<file path="config.mk">
export PLATFORM = sky130hd
export DESIGN_NAME = spi_master_ctrl_flat
export DESIGN_NICKNAME = d
export VERILOG_FILES = /design/src/rtl/spi_pkg.sv /design/src/rtl/spi_master_ctrl_if.sv /design/src/rtl/spi_clk_div.sv /design/src/rtl/spi_master_ctrl.sv /design/src/flat_wrapper.sv
export SDC_FILE = /design/constraint.sdc
export NUM_CORES = 1
export LEC_CHECK = 0
export CAP_MARGIN = 25
export CORE_MARGIN = 10
export CORE_UTILIZATION = 55
export CTS_BUF_LIST = sky130_fd_sc_hd__clkbuf_16
export DETAILED_ROUTE_END_ITERATION = 8
export PLACE_DENSITY = 0.82
export SYNTH_ARGS = -nofsm -noshare
export SYNTH_HDL_FRONTEND = slang
export SYNTH_SLANG_ARGS = --single-unit
</file>
<file path="constraint.sdc">
create_clock -name clk -period 2.65 [get_ports clk]
set_clock_uncertainty 0.15 [all_clocks]
set_input_delay 0.53 -clock clk [delete_from_list [all_inputs] [get_ports clk]]
set_output_delay 0.53 -clock clk [all_outputs]
set_load 0.02 [all_outputs]
</file>
<file path="src/rtl/spi_pkg.sv">
`default_nettype none
// ============================================================================
// Module   : spi_pkg
// Purpose  : Shared definitions for the SPI master controller: FSM state
//            encoding and default transfer geometry.
// Ports    : none (package)
// Revision : 1.0 - initial release
// ============================================================================
package spi_pkg;

  // Default transfer width in bits and clk cycles per sclk half-period.
  localparam int DEF_DATA_W  = 8;
  localparam int DEF_CLK_DIV = 2;

  // Controller states, 3-bit encoded.
  typedef enum logic [2:0] {
    ST_IDLE  = 3'd0,
    ST_SETUP = 3'd1,
    ST_HIGH  = 3'd2,
    ST_LOW   = 3'd3,
    ST_DONE  = 3'd4
  } state_t;

endpackage : spi_pkg
`default_nettype wire

</file>
<file path="src/rtl/spi_master_ctrl_if.sv">
`default_nettype none
// ============================================================================
// Module   : spi_master_ctrl_if
// Purpose  : Bundles the host handshake (start/tx_data/busy/done/rx_data) and
//            the SPI pins (sclk/cs_n/mosi/miso) of the SPI master controller.
// Modports : master - controller view (drives busy/done/rx_data/SPI outputs)
//            slave  - host/slave-side view (drives start/tx_data/miso)
// Revision : 1.0 - initial release
// ============================================================================
interface spi_master_ctrl_if
  import spi_pkg::*;
#(
  parameter int DATA_W = DEF_DATA_W
) ();

  logic              start;
  logic [DATA_W-1:0] tx_data;
  logic              busy;
  logic              done;
  logic [DATA_W-1:0] rx_data;
  logic              sclk;
  logic              cs_n;
  logic              mosi;
  logic              miso;

  modport master (
    input  start,
    input  tx_data,
    input  miso,
    output busy,
    output done,
    output rx_data,
    output sclk,
    output cs_n,
    output mosi
  );

  modport slave (
    output start,
    output tx_data,
    output miso,
    input  busy,
    input  done,
    input  rx_data,
    input  sclk,
    input  cs_n,
    input  mosi
  );

endinterface : spi_master_ctrl_if
`default_nettype wire

</file>
<file path="src/rtl/spi_clk_div.sv">
`default_nettype none
// ============================================================================
// Module   : spi_clk_div
// Purpose  : Half-period tick generator. While enabled it counts CLK_DIV clk
//            cycles per phase and flags the last cycle of each phase; the
//            count wraps to 0 at every phase end and is held at 0 while
//            disabled, so every phase starts from a clean count.
// Ports    : clk       - system clock
//            reset     - synchronous active-low reset
//            enable    - count enable; low clears the counter
//            phase_end - high on the last cycle of the current phase
// Revision : 1.0 - initial release
// ============================================================================
module spi_clk_div #(
  parameter int CLK_DIV = 2
) (
  input  logic clk,
  input  logic reset,
  input  logic enable,
  output logic phase_end
);

  localparam int                 CNT_W  = $clog2(CLK_DIV) + 1;
  localparam logic [CNT_W-1:0]   C_LAST = CNT_W'(CLK_DIV - 1);

  logic [CNT_W-1:0] r_cnt;

  assign phase_end = enable && (r_cnt == C_LAST);

  always_ff @(posedge clk) begin
    if (!reset) begin
      r_cnt <= '0;
    end else if (!enable || phase_end) begin
      r_cnt <= '0;
    end else begin
      r_cnt <= r_cnt + 1'b1;
    end
  end

endmodule : spi_clk_div
`default_nettype wire

</file>
<file path="src/rtl/spi_master_ctrl.sv">
`default_nettype none
// ============================================================================
// Module   : spi_master_ctrl
// Purpose  : SPI mode-0 master. Runs one DATA_W-bit full-duplex transfer per
//            accepted start: MSB-first on mosi, miso captured into rx_data,
//            one-cycle done pulse at the end. All outputs are registered.
// Ports    : clk   - system clock
//            reset - synchronous active-low reset
//            bus   - spi_master_ctrl_if.master (host handshake + SPI pins)
// Revision : 1.0 - initial release
// ============================================================================
module spi_master_ctrl
  import spi_pkg::*;
#(
  parameter int DATA_W  = DEF_DATA_W,
  parameter int CLK_DIV = DEF_CLK_DIV
) (
  input  logic                clk,
  input  logic                reset,
  spi_master_ctrl_if.master   bus
);

  localparam int               BIT_W      = $clog2(DATA_W);
  localparam logic [BIT_W-1:0] C_BIT_LAST = BIT_W'(DATA_W - 1);

  state_t            r_state;
  state_t            w_state_next;

  logic              w_div_en;
  logic              w_phase_end;

  // Single-cycle strobes decoded from the FSM, consumed by the datapath.
  logic              w_accept;
  logic              w_enter_high;
  logic              w_enter_low;
  logic              w_finish;

  logic [DATA_W-1:0] r_tx_sr;
  logic [DATA_W-1:0] r_rx_sr;
  logic [DATA_W-1:0] r_rx_data;
  logic [BIT_W-1:0]  r_bit_cnt;
  logic              r_busy;
  logic              r_done;
  logic              r_sclk;
  logic              r_cs_n;

  spi_clk_div #(
    .CLK_DIV (CLK_DIV)
  ) u_clk_div (
    .clk       (clk),
    .reset     (reset),
    .enable    (w_div_en),
    .phase_end (w_phase_end)
  );

  // Divider runs only in the timed phases; IDLE/DONE hold it cleared.
  assign w_div_en = (r_state == ST_SETUP) || (r_state == ST_HIGH) ||
                    (r_state == ST_LOW);

  // --------------------------------------------------------------------------
  // FSM state register
  // --------------------------------------------------------------------------
  always_ff @(posedge clk) begin
    if (!reset) begin
      r_state <= ST_IDLE;
    end else begin
      r_state <= w_state_next;
    end
  end

  // --------------------------------------------------------------------------
  // FSM next-state and strobe decode
  // --------------------------------------------------------------------------
  always_comb begin
    w_state_next = r_state;
    w_accept     = 1'b0;
    w_enter_high = 1'b0;
    w_enter_low  = 1'b0;
    w_finish     = 1'b0;
    case (r_state)
      ST_IDLE: begin
        if (bus.start) begin
          w_accept     = 1'b1;
          w_state_next = ST_SETUP;
        end
      end
      ST_SETUP: begin
        if (w_phase_end) begin
          w_enter_high = 1'b1;
          w_state_next = ST_HIGH;
        end
      end
      ST_HIGH: begin
        if (w_phase_end) begin
          w_enter_low  = 1'b1;
          w_state_next = ST_LOW;
        end
      end
      ST_LOW: begin
        // The last LOW phase doubles as cs_n hold time before DONE.
        if (w_phase_end) begin
          if (r_bit_cnt == '0) begin
            w_finish     = 1'b1;
            w_state_next = ST_DONE;
          end else begin
            w_enter_high = 1'b1;
            w_state_next = ST_HIGH;
          end
        end
      end
      ST_DONE: begin
        w_state_next = ST_IDLE;
      end
      default: begin
        w_state_next = ST_IDLE;
      end
    endcase
  end

  // --------------------------------------------------------------------------
  // Datapath and registered outputs
  // --------------------------------------------------------------------------
  always_ff @(posedge clk) begin
    if (!reset) begin
      r_tx_sr   <= '0;
      r_rx_sr   <= '0;
      r_rx_data <= '0;
      r_bit_cnt <= C_BIT_LAST;
      r_busy    <= 1'b0;
      r_done    <= 1'b0;
      r_sclk    <= 1'b0;
      r_cs_n    <= 1'b1;
    end else begin
      r_done <= 1'b0;

      if (w_accept) begin
        r_tx_sr   <= bus.tx_data;
        r_bit_cnt <= C_BIT_LAST;
        r_cs_n    <= 1'b0;
        r_busy    <= 1'b1;
        r_sclk    <= 1'b0;
      end

      // miso is sampled on the same edge that raises sclk.
      if (w_enter_high) begin
        r_sclk  <= 1'b1;
        r_rx_sr <= {r_rx_sr[DATA_W-2:0], bus.miso};
      end

      // Decrement only when looping LOW -> HIGH, so the counter reads 0
      // throughout the final bit.
      if (w_enter_high && (r_state == ST_LOW)) begin
        r_bit_cnt <= r_bit_cnt - 1'b1;
      end

      // mosi is the tx shift register MSB; advance it on the falling sclk
      // unless the final bit is on the wire.
      if (w_enter_low) begin
        r_sclk <= 1'b0;
        if (r_bit_cnt != '0) begin
          r_tx_sr <= {r_tx_sr[DATA_W-2:0], 1'b0};
        end
      end

      if (w_finish) begin
        r_cs_n    <= 1'b1;
        r_busy    <= 1'b0;
        r_sclk    <= 1'b0;
        r_done    <= 1'b1;
        r_rx_data <= r_rx_sr;
      end
    end
  end

  assign bus.busy    = r_busy;
  assign bus.done    = r_done;
  assign bus.rx_data = r_rx_data;
  assign bus.sclk    = r_sclk;
  assign bus.cs_n    = r_cs_n;
  assign bus.mosi    = r_tx_sr[DATA_W-1];

endmodule : spi_master_ctrl
`default_nettype wire

</file>
<file path="src/flat_wrapper.sv">
// flat-port wrapper written by rule: the top's interface ports become plain ports
module spi_master_ctrl_flat import spi_pkg::*;
#(
  parameter int DATA_W  = DEF_DATA_W,
  parameter int CLK_DIV = DEF_CLK_DIV
)
  (clk, reset, bus_start, bus_tx_data, bus_miso, bus_busy, bus_done, bus_rx_data, bus_sclk, bus_cs_n, bus_mosi);
  spi_master_ctrl_if #(.DATA_W(DATA_W)) bus_i ();
  input  logic clk;
  input  logic reset;
  input wire logic [$bits(bus_i.start)-1:0] bus_start;
  input wire logic [$bits(bus_i.tx_data)-1:0] bus_tx_data;
  input wire logic [$bits(bus_i.miso)-1:0] bus_miso;
  output wire logic [$bits(bus_i.busy)-1:0] bus_busy;
  output wire logic [$bits(bus_i.done)-1:0] bus_done;
  output wire logic [$bits(bus_i.rx_data)-1:0] bus_rx_data;
  output wire logic [$bits(bus_i.sclk)-1:0] bus_sclk;
  output wire logic [$bits(bus_i.cs_n)-1:0] bus_cs_n;
  output wire logic [$bits(bus_i.mosi)-1:0] bus_mosi;
  assign bus_i.start = bus_start;
  assign bus_i.tx_data = bus_tx_data;
  assign bus_i.miso = bus_miso;
  assign bus_busy = bus_i.busy;
  assign bus_done = bus_i.done;
  assign bus_rx_data = bus_i.rx_data;
  assign bus_sclk = bus_i.sclk;
  assign bus_cs_n = bus_i.cs_n;
  assign bus_mosi = bus_i.mosi;
  spi_master_ctrl #(.DATA_W(DATA_W), .CLK_DIV(CLK_DIV)) u_core (.clk(clk), .reset(reset), .bus(bus_i));
endmodule
</file>
==> flow_summary.toml <==
[layout]
final_cell_area_sq_um = 2010
final_cell_mix = "dfxtp_1 (36), clkdlybuf4s50_1 (24), o21ai_0 (18)"
layout_commonest_cell = "dfxtp_1"
num_antenna_cells = 0
multiInputGateArea_sq_um = 792
stdcell_count = 224
area_growth_pct = 24.0
seq_area_sq_um = 721
fin_nets = 207
fill_cells = 226
drive_gt1_share_pct = 11.9

[setup_path]
crit_arrival_ps = 2050
required_ps = 2710
r2r_setup_slack_ps = 660
r2r-start = "u_core.r_bit_cnt[0]"
cp_slowest_cell = "nor2b_1"
crit_path_max_fanout = 11
cpPeakStageDelay_ps = 540
worstRegToRegCells = 6
r2r_end = "u_core.bus.rx_data[2]"
path_cells = "inv_1 > ha_1 > nor2b_1 > buf_4 > nand3_1 > a21boi_1"
startpoint_type = "flip-flop"
worstSetupPathType = "reg -> reg"
crit_path_end_kind = "flip-flop"
crit_start = "u_core.r_bit_cnt[0]"

[place]
port_buffers = 24
dp.cells = 216
gp_congestion = 0.792
dp_hpwl_um = 2610
pre_cts_ws_ps = 510
dpl_cell_area_sq_um = 1860

[sta]
slew_headroom_pct = 59.9
finalSetupViolations = 0
final-hold-violation-count = 0
worst_slew_pin_slew_ps = 600
setup_ws_ps = 663
period_minus_slack_ps = 1990
max_freq_mhz = 503
rsz0062_at_grt = "no"
maxSlewViolCount = 0
fin_crit_sh_pct = 75.0
setup-tns-final_ps = 0

[routing]
totalWireLength_um = 3960
drtAntennaViolNets = 0
routedWlPerCell_um = 17.7
drt_iter0_drc = 159
drc_errors = 0
firstDrtPassIters = 4
vias = 1381
via_per_inst = 6.17

[hold_path]
hold_class = "reg -> reg"
hold_path_end = "u_core.bus.cs_n"
hp-start = "u_core.bus.cs_n"
worstHoldPathCells = 2

[power_and_ir_drop]
finalPower_mw = 1.26
power_switching_mw = 0.296
switching_share_pct = 23.5
combPwrFrac_pct = 8.5
p_per_area_nw_per_um2 = 627
vdd_drop_max_v = 0.000617
p_int_mw = 0.964
seqPwrFrac_pct = 45.5
p_leak_nw = 0.746
pwr-share-clk_pct = 46.0

[yosys]
syn_nets = 186
yosys.area_share.xor_xnor_pct = 0
yosys.area_share.simple_pct = 16.5
synth_mux_area_share_pct = 5.01
synth_top_family_by_area = "compound AO/OA/AOI/OAI gates"
synthesis.yosys.warnings = 0
avgSynthCellArea_sq_um = 9.49
synthCells = 171
synth-compound-area-share_pct = 25.0
synth_fa_ha_area_share_pct = 2.31
syn_area_sq_um = 1620
ys_seq_area_share_pct = 44.4
synth-seq-cells = 36
synthDistinctLibCells = 35

[run_status]
outcome = "finished clean"

[global_route]
grt_usage_pct = 15.1
antenna_found_initial = 0
grt_pass1_vias = 1399
grt_pass1_wl_um = 6560
grt_overflow_total = 0
grt_max_degree = 19

[clocking]
clk_latency_ps = 280
cts_tree = "done"
cts.repair.resized = 0
cts_buffers = 5
clk_pin_slew_ps = 60
postCtsSetupRepairBufs = 0
clock_path_buffers = 2
root_buffer = "clkbuf_16"
htree_levels = 2
clock_sinks = 36
ctsHoldBuffers = 0

[run]
drv_cap = 0

[floorplan]
row_count = 19
die_w_um = 74.3
fp.dieArea_sq_um = 5520
ios = 25
core_region_area_sq_um = 2780
die_height_um = 74.3
initial_core_util_pct = 58.3
==> layer usage <==
layer	part of all wire [%]	global-route usage (%)	vias to the layer above
met3	7.6	6.78	12
met4	2.6	6.71	0
met5	0	0	-
li1	-	-	667
met1	42	16.6	660
met2	48	24.7	42
==> sequential cells by signal, summed over array words and instances (netlist names) <==
name                    cells
u_core.bus.rx_data          8
u_core.r_rx_sr              8
u_core.r_tx_sr              8
u_core.r_bit_cnt            3
u_core.r_state              3
u_core.u_clk_div.r_cnt      2
u_core.bus.busy             1
u_core.bus.cs_n             1
u_core.bus.done             1
u_core.bus.sclk             1
==> cells by family (layout without fill, tap and decap cells) <==
kind of cell             Yosys count  in the layout
AO/OA/AOI/OAI                     60             60
adder cells (fa/ha/maj)            3              3
buffers and inverters             23             45
flip-flops                        36             36
multiplexers                       8              8
AND/OR/NAND/NOR                   41             41
==> synth_stat cells <==
library cell	count	area, sq um
and4b_1	1	10.0
ha_1	3	37.5
nand3_1	16	80.1
a311oi_1	1	8.76
nor2b_1	1	6.26
a21oi_1	2	10.0
dfxtp_1	36	721
inv_1	7	26.3
o21ai_0	18	90.1
nor3_1	2	10.0
mux2i_1	7	70.1
nand4bb_1	1	11.3
nor2_1	3	11.3
and3_1	4	25.0
a21boi_0	1	7.51
and3b_1	2	17.5
o21ai_1	2	10.0
o22ai_1	1	6.26
nand4b_1	1	8.76
nand3b_1	2	15.0
mux2_1	1	11.3
nor4b_4	1	23.8
a211oi_1	4	30.0
o31ai_1	7	52.6
o311ai_1	1	8.76
a21oi_2	7	61.3
buf_6	2	22.5
nand2b_1	3	18.8
and3b_2	1	10.0
and2b_1	1	7.51
clkbuf_1	7	26.3
nor4_1	2	12.5
a21boi_1	15	113
buf_2	7	35.0
o21bai_1	1	7.51
==> final cells by class <==
class	instances	share of cell area (%)
tap	31	1.93
inverter	7	1.31
multi-input combinational	112	39.4
timing repair buffer	30	14.2
clock buffer	5	6.22
clock inverter	3	1.18
sequential	36	35.8
==> power by group through the flow <==
stage | sequential [mW] | combinational, mW | clock (mW)
after detailed placement | 0.584 | 0.107 | 0
after floorplan | 0.582 | 0.0710 | 0
after global routing | 0.575 | 0.117 | 0.607
final | 0.573 | 0.107 | 0.580
after CTS | 0.573 | 0.108 | 0.583
after global placement | 0.582 | 0.102 | 0
==> worst max-delay path by stage <==
| stage | end |
|---|---|
| floorplan | u_core.r_tx_sr[0] |
| global placement | u_core.r_tx_sr[2] |
| detailed placement | u_core.r_tx_sr[1] |
| CTS | u_core.r_tx_sr[0] |
| global route | u_core.r_tx_sr[0] |
| finish | u_core.bus.rx_data[2] |
==> stage by stage <==
stage	utilization, %	hold WS (ps)
after floorplan	-	257
after global placement	67.0	264
after detailed placement	67.0	280
after CTS	72.3	306
after global routing	72.3	322
final	72.3	308
==> worst max-delay path, delay by kind of cell, from the launching register on <==
family	cells	cell delay, ps
fa+ha+maj	1	270
flops	1	310
compound gates	1	150
buf+inv	2	390
simple gates	2	650
Note: power is estimated with default switching activity, not from simulation.
